==> src/rtl/keypad_if.sv <==
// keypad_if: keypad matrix pins and decoded key outputs of the scanner
//   row       keypad rows, active-low (row0 = top)
//   col       column drive, active-low, one-cold (col0 = left)
//   num       held one-hot digit, bit k = digit k
//   num_valid one-cycle pulse when num updates
//   star      one-cycle pulse on a debounced * press
//   hash      one-cycle pulse on a debounced # press
//   key_held  high while the stable snapshot has any key down
interface keypad_if;
    logic [3:0] row;
    logic [2:0] col;
    logic [9:0] num;
    logic       num_valid;
    logic       star;
    logic       hash;
    logic       key_held;
    modport master (input row, output col, num, num_valid, star, hash, key_held);
    modport slave  (output row, input col, num, num_valid, star, hash, key_held);
endinterface

==> src/rtl/keypad_scanner.sv <==
// keypad_scanner: scans, debounces and decodes a 4x3 matrix keypad
//   clk  system clock
//   rst  asynchronous active-high reset
//   kp   keypad_if.master: row in, column drive and decoded key outputs
module keypad_scanner #(
    parameter int SCAN_DIV     = 1000,
    parameter int DEBOUNCE_CNT = 4
) (
    input  logic     clk,
    input  logic     rst,
    keypad_if.master kp
);
    localparam int DW = (SCAN_DIV > 1) ? $clog2(SCAN_DIV) : 1;
    localparam int CW = $clog2(DEBOUNCE_CNT + 1);
    typedef enum logic [1:0] {COL0, COL1, COL2} state_t;
    state_t        state_q, state_d;
    logic [DW-1:0] dwell_q, dwell_d;
    logic [3:0]    sync1_q, sync2_q;
    logic [11:0]   raw_q, raw_d, prev_q, prev_d, stable_q, stable_d, old_q, old_d;
    logic [CW-1:0] cnt_q, cnt_d;
    logic          cmp_q, dec_q, dec_d;
    logic [9:0]    num_q, num_d;
    logic          valid_q, valid_d, star_q, star_d, hash_q, hash_d;
    logic          last;
    logic [1:0]    ci;
    logic [3:0]    key;
    // Snapshot bit layout: bit col*4+row, 1 = pressed.
    always_comb begin
        ci       = state_q;
        last     = dwell_q == DW'(SCAN_DIV - 1);
        state_d  = state_q;
        dwell_d  = dwell_q + 1'b1;
        raw_d    = raw_q;
        prev_d   = prev_q;
        cnt_d    = cnt_q;
        stable_d = stable_q;
        old_d    = old_q;
        dec_d    = 1'b0;
        if (last) begin
            dwell_d = '0;
            state_d = (state_q == COL2) ? COL0 : state_t'(ci + 2'd1);
            raw_d[{ci, 2'b00} +: 4] = ~sync2_q;
        end
        if (cmp_q) begin
            if (raw_q == prev_q) begin
                cnt_d = (cnt_q == CW'(DEBOUNCE_CNT)) ? cnt_q : cnt_q + 1'b1;
            end else begin
                cnt_d  = '0;
                prev_d = raw_q;
            end
            // Saturated count means prev_q equals raw_q, so it is safe to publish.
            if (cnt_d == CW'(DEBOUNCE_CNT)) begin
                stable_d = prev_q;
                old_d    = stable_q;
                dec_d    = 1'b1;
            end
        end
        // Key code: 0-9 digits, 10 = *, 11 = #.
        key = 4'd0;
        for (int c = 0; c < 3; c++)
            for (int r = 0; r < 4; r++)
                if (stable_q[c*4+r])
                    key = (r == 3) ? ((c == 0) ? 4'd10 : (c == 1) ? 4'd0 : 4'd11) : 4'(r*3 + c + 1);
        num_d   = num_q;
        valid_d = 1'b0;
        star_d  = 1'b0;
        hash_d  = 1'b0;
        // Fire only on a clean transition from no keys to exactly one key.
        if (dec_q && old_q == '0 && $onehot(stable_q)) begin
            valid_d = key < 4'd10;
            num_d   = (key < 4'd10) ? 10'(1) << key : num_q;
            star_d  = key == 4'd10;
            hash_d  = key == 4'd11;
        end
    end
    always_ff @(posedge clk or posedge rst) begin
        if (rst) begin
            state_q  <= COL0;
            dwell_q  <= '0;
            sync1_q  <= 4'b1111;
            sync2_q  <= 4'b1111;
            raw_q    <= '0;
            prev_q   <= '0;
            stable_q <= '0;
            old_q    <= '0;
            cnt_q    <= '0;
            cmp_q    <= 1'b0;
            dec_q    <= 1'b0;
            num_q    <= '0;
            valid_q  <= 1'b0;
            star_q   <= 1'b0;
            hash_q   <= 1'b0;
        end else begin
            state_q  <= state_d;
            dwell_q  <= dwell_d;
            sync1_q  <= kp.row;
            sync2_q  <= sync1_q;
            raw_q    <= raw_d;
            prev_q   <= prev_d;
            stable_q <= stable_d;
            old_q    <= old_d;
            cnt_q    <= cnt_d;
            cmp_q    <= last && state_q == COL2;
            dec_q    <= dec_d;
            num_q    <= num_d;
            valid_q  <= valid_d;
            star_q   <= star_d;
            hash_q   <= hash_d;
        end
    end
    assign kp.col       = (state_q == COL0) ? 3'b110 : (state_q == COL1) ? 3'b101 : 3'b011;
    assign kp.num       = num_q;
    assign kp.num_valid = valid_q;
    assign kp.star      = star_q;
    assign kp.hash      = hash_q;
    assign kp.key_held  = |stable_q;
endmodule
==> src/flat_wrapper.sv <==
// flat-port wrapper written by rule: the top's interface ports become plain ports
module keypad_scanner_flat 
#(
    parameter int SCAN_DIV     = 1000,
    parameter int DEBOUNCE_CNT = 4
)
  (clk, rst, kp_row, kp_col, kp_num, kp_num_valid, kp_star, kp_hash, kp_key_held);
  keypad_if kp_i ();
  input  logic clk;
  input  logic rst;
  input wire logic [$bits(kp_i.row)-1:0] kp_row;
  output wire logic [$bits(kp_i.col)-1:0] kp_col;
  output wire logic [$bits(kp_i.num)-1:0] kp_num;
  output wire logic [$bits(kp_i.num_valid)-1:0] kp_num_valid;
  output wire logic [$bits(kp_i.star)-1:0] kp_star;
  output wire logic [$bits(kp_i.hash)-1:0] kp_hash;
  output wire logic [$bits(kp_i.key_held)-1:0] kp_key_held;
  assign kp_i.row = kp_row;
  assign kp_col = kp_i.col;
  assign kp_num = kp_i.num;
  assign kp_num_valid = kp_i.num_valid;
  assign kp_star = kp_i.star;
  assign kp_hash = kp_i.hash;
  assign kp_key_held = kp_i.key_held;
  keypad_scanner #(.SCAN_DIV(SCAN_DIV), .DEBOUNCE_CNT(DEBOUNCE_CNT)) u_core (.clk(clk), .rst(rst), .kp(kp_i));
endmodule
==> config.mk <==
export PLATFORM = sky130hd
export DESIGN_NAME = keypad_scanner_flat
export DESIGN_NICKNAME = d
export VERILOG_FILES = /design/src/rtl/keypad_if.sv /design/src/rtl/keypad_scanner.sv /design/src/flat_wrapper.sv
export SDC_FILE = /design/constraint.sdc
export NUM_CORES = 1
export LEC_CHECK = 0
export ABC_AREA = 0
export CAP_MARGIN = 10
export CORE_MARGIN = 3
export CORE_UTILIZATION = 60
export DETAILED_ROUTE_END_ITERATION = 8
export GPL_ROUTABILITY_DRIVEN = 0
export PLACE_DENSITY = 0.87
export SETUP_SLACK_MARGIN = 0.5
export SYNTH_ARGS = -nofsm -noshare
export SYNTH_HDL_FRONTEND = slang
export SYNTH_SLANG_ARGS = --single-unit
export TNS_END_PERCENT = 10
==> constraint.sdc <==
create_clock -name clk -period 6.15 [get_ports clk]
set_input_delay 0.9225 -clock clk [delete_from_list [all_inputs] [get_ports clk]]
set_output_delay 0.9225 -clock clk [all_outputs]
set_load 0.02 [all_outputs]
==> results.md, run 1 <==
- Vias in the first global route: 2939
- CTS Buffer Depth: 2
- Crit path buf inv count: 4
- # nets final: 432
- Vias per std cell: 5.61
- Top cells by count, synth: dfrtp_1 (78), mux2_2 (52), inv_1 (39)
- # clock sinks: 86
- Avg Cell Area, Syn: 11.8 sq um
- Top achievable clock speed: 0.219 GHz
- Clock power frac: 39.5%
- Filler instances: 490
- H-tree depth: 3
- Ports: 23
- Sw power: 0.237 mW
- Die area: 0.00827 sq mm
- Routed wire length: 7810 um
- Final setup TNS: 0 ns
- Unrepaired setup endpoints after global routing: false
- Sequential fraction of the synthesis area: 49.9%
- Share of the synthesized area in the top cell type: 45.1%
- Internal: 0.732 mW
- Layout cells sized above 1: 21.8%
- Worst clock skew: 0.0217 ns
- Dominant cells by area after synthesis: dfrtp_1 (45%), mux2_2 (14%), ha_1 (7.2%)
- Overflow after GRT: 0
- Leak Pwr: 2.25 nW
- First-pass GRT wire length: 13800 um
- Slowest Stage Delay on Critical Path: 0.52 ns
- Worst slew margin: 31.9%
- Chip height: 91.0 um
- Post-CTS Hold Buffers: 0
- Post-synthesis cell type count: 44
- Sequential Power Share: 59.0%
- Cells after Synth: 368
- Comb power frac: 1.5%
- Ys flop type: dfrtp_1
- Area Growth Syn to Fin: 11.7%
- Hold/Removal Path Class: reg -> reg
- FF+latch area: 0.00216 sq mm
- Status: finished clean
- Post-Route Utilization: 70.1%
- Setup bufs post-CTS: 0
- Port bufs: 22
- Largest area contributor in the netlist: dfrtp_1
- Tmin final: 4.57 ns
- WP data arrival: 4.82 ns
- Delay-heaviest family, CP: adder cells
- Num CTS Buffers: 9
- Share of flip-flops with an asynchronous set or reset: 100%
- Starting density of the core: 62.7%
- Area of the multi-input gates: 0.00198 sq mm
- Placed wire-length estimate: 5690 um
- Post-Syn Nets: 406
- Die Span X: 91.0 um
- Row Count: 30
- CP cell instances: inv_1 > ha_1 > inv_1 > fa_1 > fa_1 > inv_1 > fa_1 > ha_1 > inv_1 > fa_1 > nand2_1 > nor4_2 > o2111ai_2 > nor2_4 > mux2_2
- Final hold vios: 0
- Antenna violations before repair: 0
- Setup Viol. Count Final: 0
- Post-route ant nets: 0
- Clock Latency Late Sink: 0.37 ns
- EDFF count, synth: 0
- CTS Root Cell: clkbuf_8
- #FFs+latches synth: 86
- Core Region: 0.00691 sq mm
- Slew Viols, Final: 0
- Routed WL per cell: 15.8 um
- Pin count of the biggest net entering global routing: 87
- CTS tree: done
- Critical Path Slowest Stage Cell: dfrtp_1
- Period utilisation layout: 74.3%
- Gr usage total: 20.8%
- Startpoint types: flop
- # diodes: 0
- DRC Markers: 0
- Slew of the pin with the lowest slew margin: 1.02 ns
- Max VDD drop: 185 uV
- Max Cap Viol: 0
- Crit path required time: 6.40 ns
- First drt pass iteration count: 4
- Resized Gates After CTS: 0
- 1st-iter DRT viols: 97
- Via total after detailed routing: 2779
- Ys Warns: 0
- Synth Cell Area: 0.00433 sq mm
- Most common cell in the netlist: dfrtp_1
- CP Max Fanout: 9
- Sw frac: 24.5%
- WS Path Type: reg -> reg
- Worst-path clk slew: 0.10 ns
- Pwr dens: 200 mW/mm^2
- Worst Setup End Kind: flop
-- kinds of logic (layout without fill, tap and decap cells) --
logic type      count (synthesis)  count (layout)  share of synthesized area, %
simple gates                   95              95                          12.2
flops                          86              86                          49.9
mux                            54              54                          14.0
buf+inv                        47              78                          4.27
compound gates                 34              34                          5.11
fa+ha+maj                      32              32                          10.5
xor+xnor                       20              20                          4.04
-- registers in the layout, indices dropped and copies added (netlist names), 3 cells and up --
signal and count:
u_core.cnt_q 3, u_core.dwell_q 10, u_core.kp.num 10, u_core.old_q 12, u_core.prev_q 12, u_core.raw_q 12, u_core.stable_q 12, u_core.sync1_q 4
u_core.sync2_q 4
-- layer usage --
metal / track usage, % / up-vias / wire [um]
met1: 25.2 / 1378 / 3330
met5: 0 / - / 0
met4: 7.41 / 0 / 181
li1: - / 1319 / -
met3: 4.81 / 21 / 262
met2: 36.3 / 61 / 4030
-- area by class of cell --
cell class	instances	area share, %
clock inverter	7	1.50
timing repair buffer	23	4.71
inverter	39	3.05
tap	96	2.48
sequential	86	44.7
multi-input combinational	235	41.0
clock buffer	9	2.56
-- worst register-to-register path, cell delays in order, from the launching register on --
cell and delay [ns]:
dfrtp_1 0.52, inv_1 0.12, ha_1 0.29, inv_1 0.05
fa_1 0.49, fa_1 0.52, inv_1 0.05, fa_1 0.50
ha_1 0.17, inv_1 0.06, fa_1 0.47, nand2_1 0.08
nor4_2 0.25, o2111ai_2 0.25, nor2_4 0.27, mux2_2 0.36
-- metrics by stage --
stage	hold slack [ns]	worst slack [ns]	area [sq um]	std cells	power [mW]
2_1_floorplan	0.345	1.84	4330	368	0.591
3_3_place_gp	0.346	1.79	4640	479	0.598
3_5_place_dp	0.348	1.61	4640	479	0.598
4_1_cts	0.364	1.59	4840	495	0.980
5_1_grt	0.365	1.39	4840	495	1.01
6_report	0.362	1.58	4840	495	0.969
-- layout by cell type, fill, tap and decap left out, types with 9 or more instances in the layout --
cell type	count
clkdlybuf4s50_1	22
nand3_1	13
dfrtp_1	78
clkbuf_8	9
inv_1	38
nor2_1	25
o21ai_0	12
xnor2_1	16
ha_1	25
mux2_2	52
nand2_1	10
-- power by group through the flow --
stage	Clock, mW	Combinational (mW)	Sequential (mW)
6_report	0.383	0.0146	0.572
3_3_place_gp	0	0.0154	0.582
2_1_floorplan	0	0.00874	0.582
4_1_cts	0.393	0.0157	0.572
5_1_grt	0.417	0.0174	0.572
3_5_place_dp	0	0.0156	0.583
-- final timing paths --
path / start / to / slack (ns) / cells after the start
max reg2reg: u_core.stable_q[9]$_DFFE_PP0P_ / u_core.kp.num[6]$_DFFE_PP0P_ / 1.58 / 15
min in group asynchronous: rst / u_core.old_q[1]$_DFFE_PP0P_ / 1.20 / 3
min: u_core.sync1_q[1]$_DFF_PP1_ / u_core.sync2_q[1]$_DFF_PP1_ / 0.36 / 0
max: u_core.stable_q[9]$_DFFE_PP0P_ / u_core.kp.num[6]$_DFFE_PP0P_ / 1.58 / 15
min reg2reg: u_core.sync1_q[1]$_DFF_PP1_ / u_core.sync2_q[1]$_DFF_PP1_ / 0.36 / 0
max in group asynchronous: rst / u_core.kp.num_valid$_DFF_PP0_ / 4.30 / 3
Power figures use the tool's default switching activity.
==> run 2, diff against run 1 <==
clock period = 4.6 ns   (was 6.15 ns; I/O delays follow)
==> results.md, run 2 (same netlist as run 1, synthesis figures left out) <==
- Port bufs: 22
- WS Path Type: reg -> reg
- Status: finished clean
- Slew Viols, Final: 0
- Starting density of the core: 62.7%
- WP data arrival: 4.46 ns
- Hold/Removal Path Class: reg -> reg
- CP Max Fanout: 7
- Setup Viol. Count Final: 0
- Area Growth Syn to Fin: 16.6%
- Post-route ant nets: 0
- Vias in the first global route: 3100
- Routed wire length: 8310 um
- DRC Markers: 0
- GRT met1 Usage: 27.2%
- # nets final: 451
- Worst Setup End Kind: flop
- Final setup TNS: 0 ns
- Unrepaired setup endpoints after global routing: true
- Vias per std cell: 5.63
- H-tree depth: 3
- Layout cells sized above 1: 27.6%
- First drt pass iteration count: 4
- Ports: 23
- Most common cell after layout, fill and taps aside: dfrtp_1
- GRT met2 Usage: 38.3%
- Chip height: 91.0 um
- Crit path required time: 4.85 ns
- Max VDD drop: 225 uV
- Sequential Power Share: 56.1%
- Max Cap Viol: 0
- Clock Latency Late Sink: 0.36 ns
- Sw frac: 21.1%
- Die Span X: 91.0 um
- Critical Path Slowest Stage Cell: fa_1
- Post-Route Utilization: 73.1%
- Routed WL per cell: 16.2 um
- Gr busiest metal: met2
- Overflow after GRT: 0
- Period utilisation layout: 91.5%
- Die area: 0.00827 sq mm
- Core Region: 0.00691 sq mm
- Worst slew margin: 32.6%
- Gr usage total: 22.7%
- Sw power: 0.287 mW
- Pin count of the biggest net entering global routing: 54
- Worst clock skew: 0.00980 ns
- Met3 Track Usage GR: 6.55%
- Clock power frac: 42.5%
- Comb power frac: 1.5%
- Tmin final: 4.21 ns
- CP cell instances: inv_1 > ha_1 > inv_1 > fa_1 > fa_1 > inv_1 > fa_1 > ha_2 > inv_2 > fa_1 > nand2_2 > nor4_4 > o2111ai_2 > nor2_4 > mux2_4
- Most frequent cells in the layout: dfrtp_1 (75), mux2_2 (48), inv_1 (34), nor2_1 (25), ha_1 (23)
- Startpoint types: flop
- CTS tree: done
- Row Count: 30
- Final hold vios: 0
- Worst-path clk slew: 0.09 ns
- Slew of the pin with the lowest slew margin: 1.01 ns
- CTS Buffer Depth: 2
- Slowest Stage Delay on Critical Path: 0.49 ns
- Num CTS Buffers: 9
- # diodes: 0
- Antenna violations before repair: 0
- Critical path's most frequent cell: fa_1
- Leak Pwr: 2.36 nW
- Filler instances: 470
- Top achievable clock speed: 0.238 GHz
- Pwr dens: 270 mW/mm^2
- Internal: 1.07 mW
- CTS Root Cell: clkbuf_8
- # clock sinks: 86
- Via total after detailed routing: 2888
- 1st-iter DRT viols: 154
- Placed wire-length estimate: 5970 um
- First-pass GRT wire length: 14700 um
## run 2: changes by cell type in the layout (fill, tap and decap cells not counted), moves of 3 or more
cell | before | now
buf_4 | 1 | 20
dfrtp_1 | 78 | 75
dfrtp_2 | 0 | 3
inv_1 | 38 | 34
inv_2 | 0 | 4
mux2_2 | 52 | 48
mux2_4 | 0 | 4
## run 2: area by class of cell
cell class	count	area [sq um]	share of cell area [%]
sequential	86	2170	42.9
multi-input combinational	235	2030	40.1
timing repair buffer	42	370	7.33
inverter	39	148	2.92
clock buffer	9	124	2.45
tap	96	120	2.38
clock inverter	6	96.3	1.91
## run 2: critical path: cells and delay by family, from the launching register on
family	cells	cell delay, ns
fa+ha+maj	6	2.32
simple gates	3	0.55
flops	1	0.40
mux	1	0.34
buf+inv	4	0.28
compound gates	1	0.21
## run 2: layer usage
| layer | share of wire, % | routed length (um) |
|---|---|---|
| met2 | 53 | 4370 |
| met5 | 0 | 0 |
| met4 | 2.7 | 223 |
| met3 | 3.6 | 301 |
| met1 | 41 | 3410 |
## run 2: power groups by stage
stage | registers [mW] | clock network (mW) | logic, mW
after floorplan | 0.778 | 0 | 0.0117
after global placement | 0.779 | 0 | 0.0202
after detailed placement | 0.779 | 0 | 0.0211
after CTS | 0.764 | 0.596 | 0.0211
after global routing | 0.765 | 0.634 | 0.0237
final | 0.764 | 0.578 | 0.0198
## run 2: per-stage QoR
| stage | total power, mW | area [sq um] | setup WS [ns] | std cells | hold slack [ns] |
|---|---|---|---|---|---|
| finish | 1.36 | 5050 | 0.390 | 513 | 0.357 |
| global placement | 0.799 | 4690 | 0.296 | 481 | 0.346 |
| global route | 1.42 | 5050 | 0.157 | 513 | 0.363 |
| detailed placement | 0.800 | 4690 | 0.170 | 481 | 0.349 |
| CTS | 1.38 | 5050 | 0.394 | 513 | 0.363 |
| floorplan | 0.790 | 4370 | 0.430 | 368 | 0.345 |
## run 2: repair_timing
action	4_1_cts	5_1_grt
hold buffers	0	0
pin swaps	7	0
gates resized for setup	6	0
setup endpoints to repair	12	13
buffers inserted	17	0
gates cloned	0	0
## run 2: path summary, 6_finish.rpt
path	cells after the start	slack [ns]	endpoint	startpoint
setup / recovery	15	0.39	u_core.kp.num[6]$_DFFE_PP0P_	u_core.stable_q[7]$_DFFE_PP0P_
hold / removal	0	0.36	u_core.sync2_q[2]$_DFF_PP1_	u_core.sync1_q[2]$_DFF_PP1_
setup reg to reg	15	0.39	u_core.kp.num[6]$_DFFE_PP0P_	u_core.stable_q[7]$_DFFE_PP0P_
hold reg to reg	0	0.36	u_core.sync2_q[2]$_DFF_PP1_	u_core.sync1_q[2]$_DFF_PP1_
max in group asynchronous	3	2.83	u_core.sync1_q[1]$_DFF_PP1_	rst
min in group asynchronous	2	0.82	u_core.kp.num[4]$_DFFE_PP0P_	rst
==> run 3, diff against run 2 <==
CAP_MARGIN = unset   (was 10)
CORE_MARGIN = 2   (was 3)
==> results.md, run 3 (same netlist as run 1, synthesis figures left out) <==
- WS Path Type: reg -> reg
- Pin count of the biggest net entering global routing: 55
- Vias per std cell: 5.79
- Area Growth Syn to Fin: 16.1%
- Tmin final: 4.32 ns
- Clock power frac: 40.9%
- Slowest Stage Delay on Critical Path: 0.52 ns
- CP Max Fanout: 6
- Chip height: 89.0 um
- Leak Pwr: 2.35 nW
- Antenna violations before repair: 0
- Starting density of the core: 62.7%
- H-tree depth: 3
- Setup ws final: 0.281 ns
- Die area: 0.00791 sq mm
- DRC Markers: 0
- Die Span X: 89.0 um
- Crit path required time: 4.85 ns
- First drt pass iteration count: 4
- # clock sinks: 86
- Placed wire-length estimate: 5710 um
- # nets final: 448
- Comb power frac: 1.5%
- Sw power: 0.278 mW
- Worst clock skew: 0.0131 ns
- Core Region: 0.00691 sq mm
- Via total after detailed routing: 2961
- Pwr dens: 264 mW/mm^2
- Layout cells sized above 1: 27.2%
- CTS tree: done
- Sw frac: 21.0%
- Final setup TNS: 0 ns
- WP data arrival: 4.57 ns
- Final hold vios: 0
- Gr usage total: 24.5%
- Sequential Power Share: 57.7%
- Clock Latency Late Sink: 0.36 ns
- Max VDD drop: 228 uV
- Routed wire length: 8500 um
- Num CTS Buffers: 9
- Worst slew margin: 32.1%
- Slew Viols, Final: 0
- Internal: 1.05 mW
- Worst Setup End Kind: flop
- Setup Viol. Count Final: 0
- Top achievable clock speed: 0.232 GHz
- Filler instances: 461
- CTS Root Cell: clkbuf_8
- CTS Buffer Depth: 2
- Final non-filler cell total: 511
- CP cell instances: inv_2 > ha_4 > inv_2 > fa_1 > fa_1 > inv_1 > fa_1 > ha_2 > inv_2 > fa_1 > nand2_2 > nor4_4 > o2111ai_2 > nor2_4 > mux2_4
- Routed WL per cell: 16.6 um
- Critical Path Slowest Stage Cell: fa_1
- 1st-iter DRT viols: 197
- Startpoint types: flop
- Max Cap Viol: 0
- Port bufs: 22
- Hold/Removal Path Class: reg -> reg
- Post-route ant nets: 0
- Row Count: 30
- Slew of the pin with the lowest slew margin: 1.02 ns
- Worst-path clk slew: 0.08 ns
- Crit path buf inv count: 4
- Period utilisation layout: 93.9%
- Pre-CTS WS: 0.122 ns
- # diodes: 0
- Most common cell after layout, fill and taps aside: dfrtp_1
- # placed instances: 481
- Delay-heaviest family, CP: adder cells
- Vias in the first global route: 3028
- Most frequent cells in the layout: dfrtp_1 (75), mux2_2 (48), inv_1 (34), nor2_1 (25), ha_1 (23)
- Status: finished clean
- Overflow after GRT: 0
- Ports: 23
- First-pass GRT wire length: 14400 um
- Unrepaired setup endpoints after global routing: true
- Critical path's most frequent cell: fa_1
## run 3: cell types whose count changed in the layout (fill, tap and decap cells not counted), sizes merged
cell	change
buf	-3
clkbuf	+2
clkinv	+2
bufinv	-1
clkinvlp	-1
inv	-1
## run 3: timing repair
action	4_1_cts	5_1_grt
cloned	0	0
gates resized for setup	7	1
hold buffers	0	0
pin swaps	5	3
setup buffers	13	1
endpoints found under the setup margin	12	13
## run 3: power by group through the flow
stage / clock network, mW / logic (mW) / registers (mW)
after floorplan: 0 / 0.0117 / 0.778
after global placement: 0 / 0.0203 / 0.779
after detailed placement: 0 / 0.0207 / 0.779
after CTS: 0.554 / 0.0209 / 0.764
after global routing: 0.583 / 0.0238 / 0.765
final: 0.541 / 0.0197 / 0.764
## run 3: final cells by class
class                           instances  area [sq um]  area share [%]
Timing Repair Buffer                   39           352            6.99
Inverter                               39           148            2.94
Clock inverter                          5          57.6            1.14
Sequential cell                        86          2170            43.1
Tap cell                               96           120            2.39
Multi-Input combinational cell        235          2030            40.5
Clock buffer                           11           151            3.01
## run 3: metrics by stage
| stage | area (sq um) | power [mW] | utilization (%) | hold slack (ns) |
|---|---|---|---|---|
| after floorplan | 4370 | 0.790 | - | 0.345 |
| after global placement | 4690 | 0.799 | 67.9 | 0.346 |
| after detailed placement | 4690 | 0.800 | 67.9 | 0.349 |
| after CTS | 5020 | 1.34 | 72.6 | 0.361 |
| after global routing | 5030 | 1.37 | 72.8 | 0.360 |
| final | 5030 | 1.33 | 72.8 | 0.358 |
## run 3: layer usage
layer / global-route usage (%) / wire length, um / vias to the layer above / part of all wire, %
li1: - / - / 1356 / -
met1: 29.8 / 3520 / 1487 / 41
met2: 40.5 / 4300 / 86 / 51
met3: 4.71 / 364 / 32 / 4.3
met4: 15.1 / 314 / 0 / 3.7
met5: 0 / 0 / - / 0
## run 3: worst paths after layout
path                                                end  slack (ns)                       startpoint  depth (start not counted)
setup / recovery           u_core.kp.num[6]$_DFFE_PP0P_        0.28  u_core.stable_q[10]$_DFFE_PP0P_                         15
hold / removal              u_core.sync2_q[1]$_DFF_PP1_        0.36      u_core.sync1_q[1]$_DFF_PP1_                          0
setup reg to reg           u_core.kp.num[6]$_DFFE_PP0P_        0.28  u_core.stable_q[10]$_DFFE_PP0P_                         15
hold reg to reg             u_core.sync2_q[1]$_DFF_PP1_        0.36      u_core.sync1_q[1]$_DFF_PP1_                          0
max in group asynchronous   u_core.sync2_q[0]$_DFF_PP1_        2.83                              rst                          3
min in group asynchronous  u_core.kp.num[2]$_DFFE_PP0P_        0.81                              rst                          2
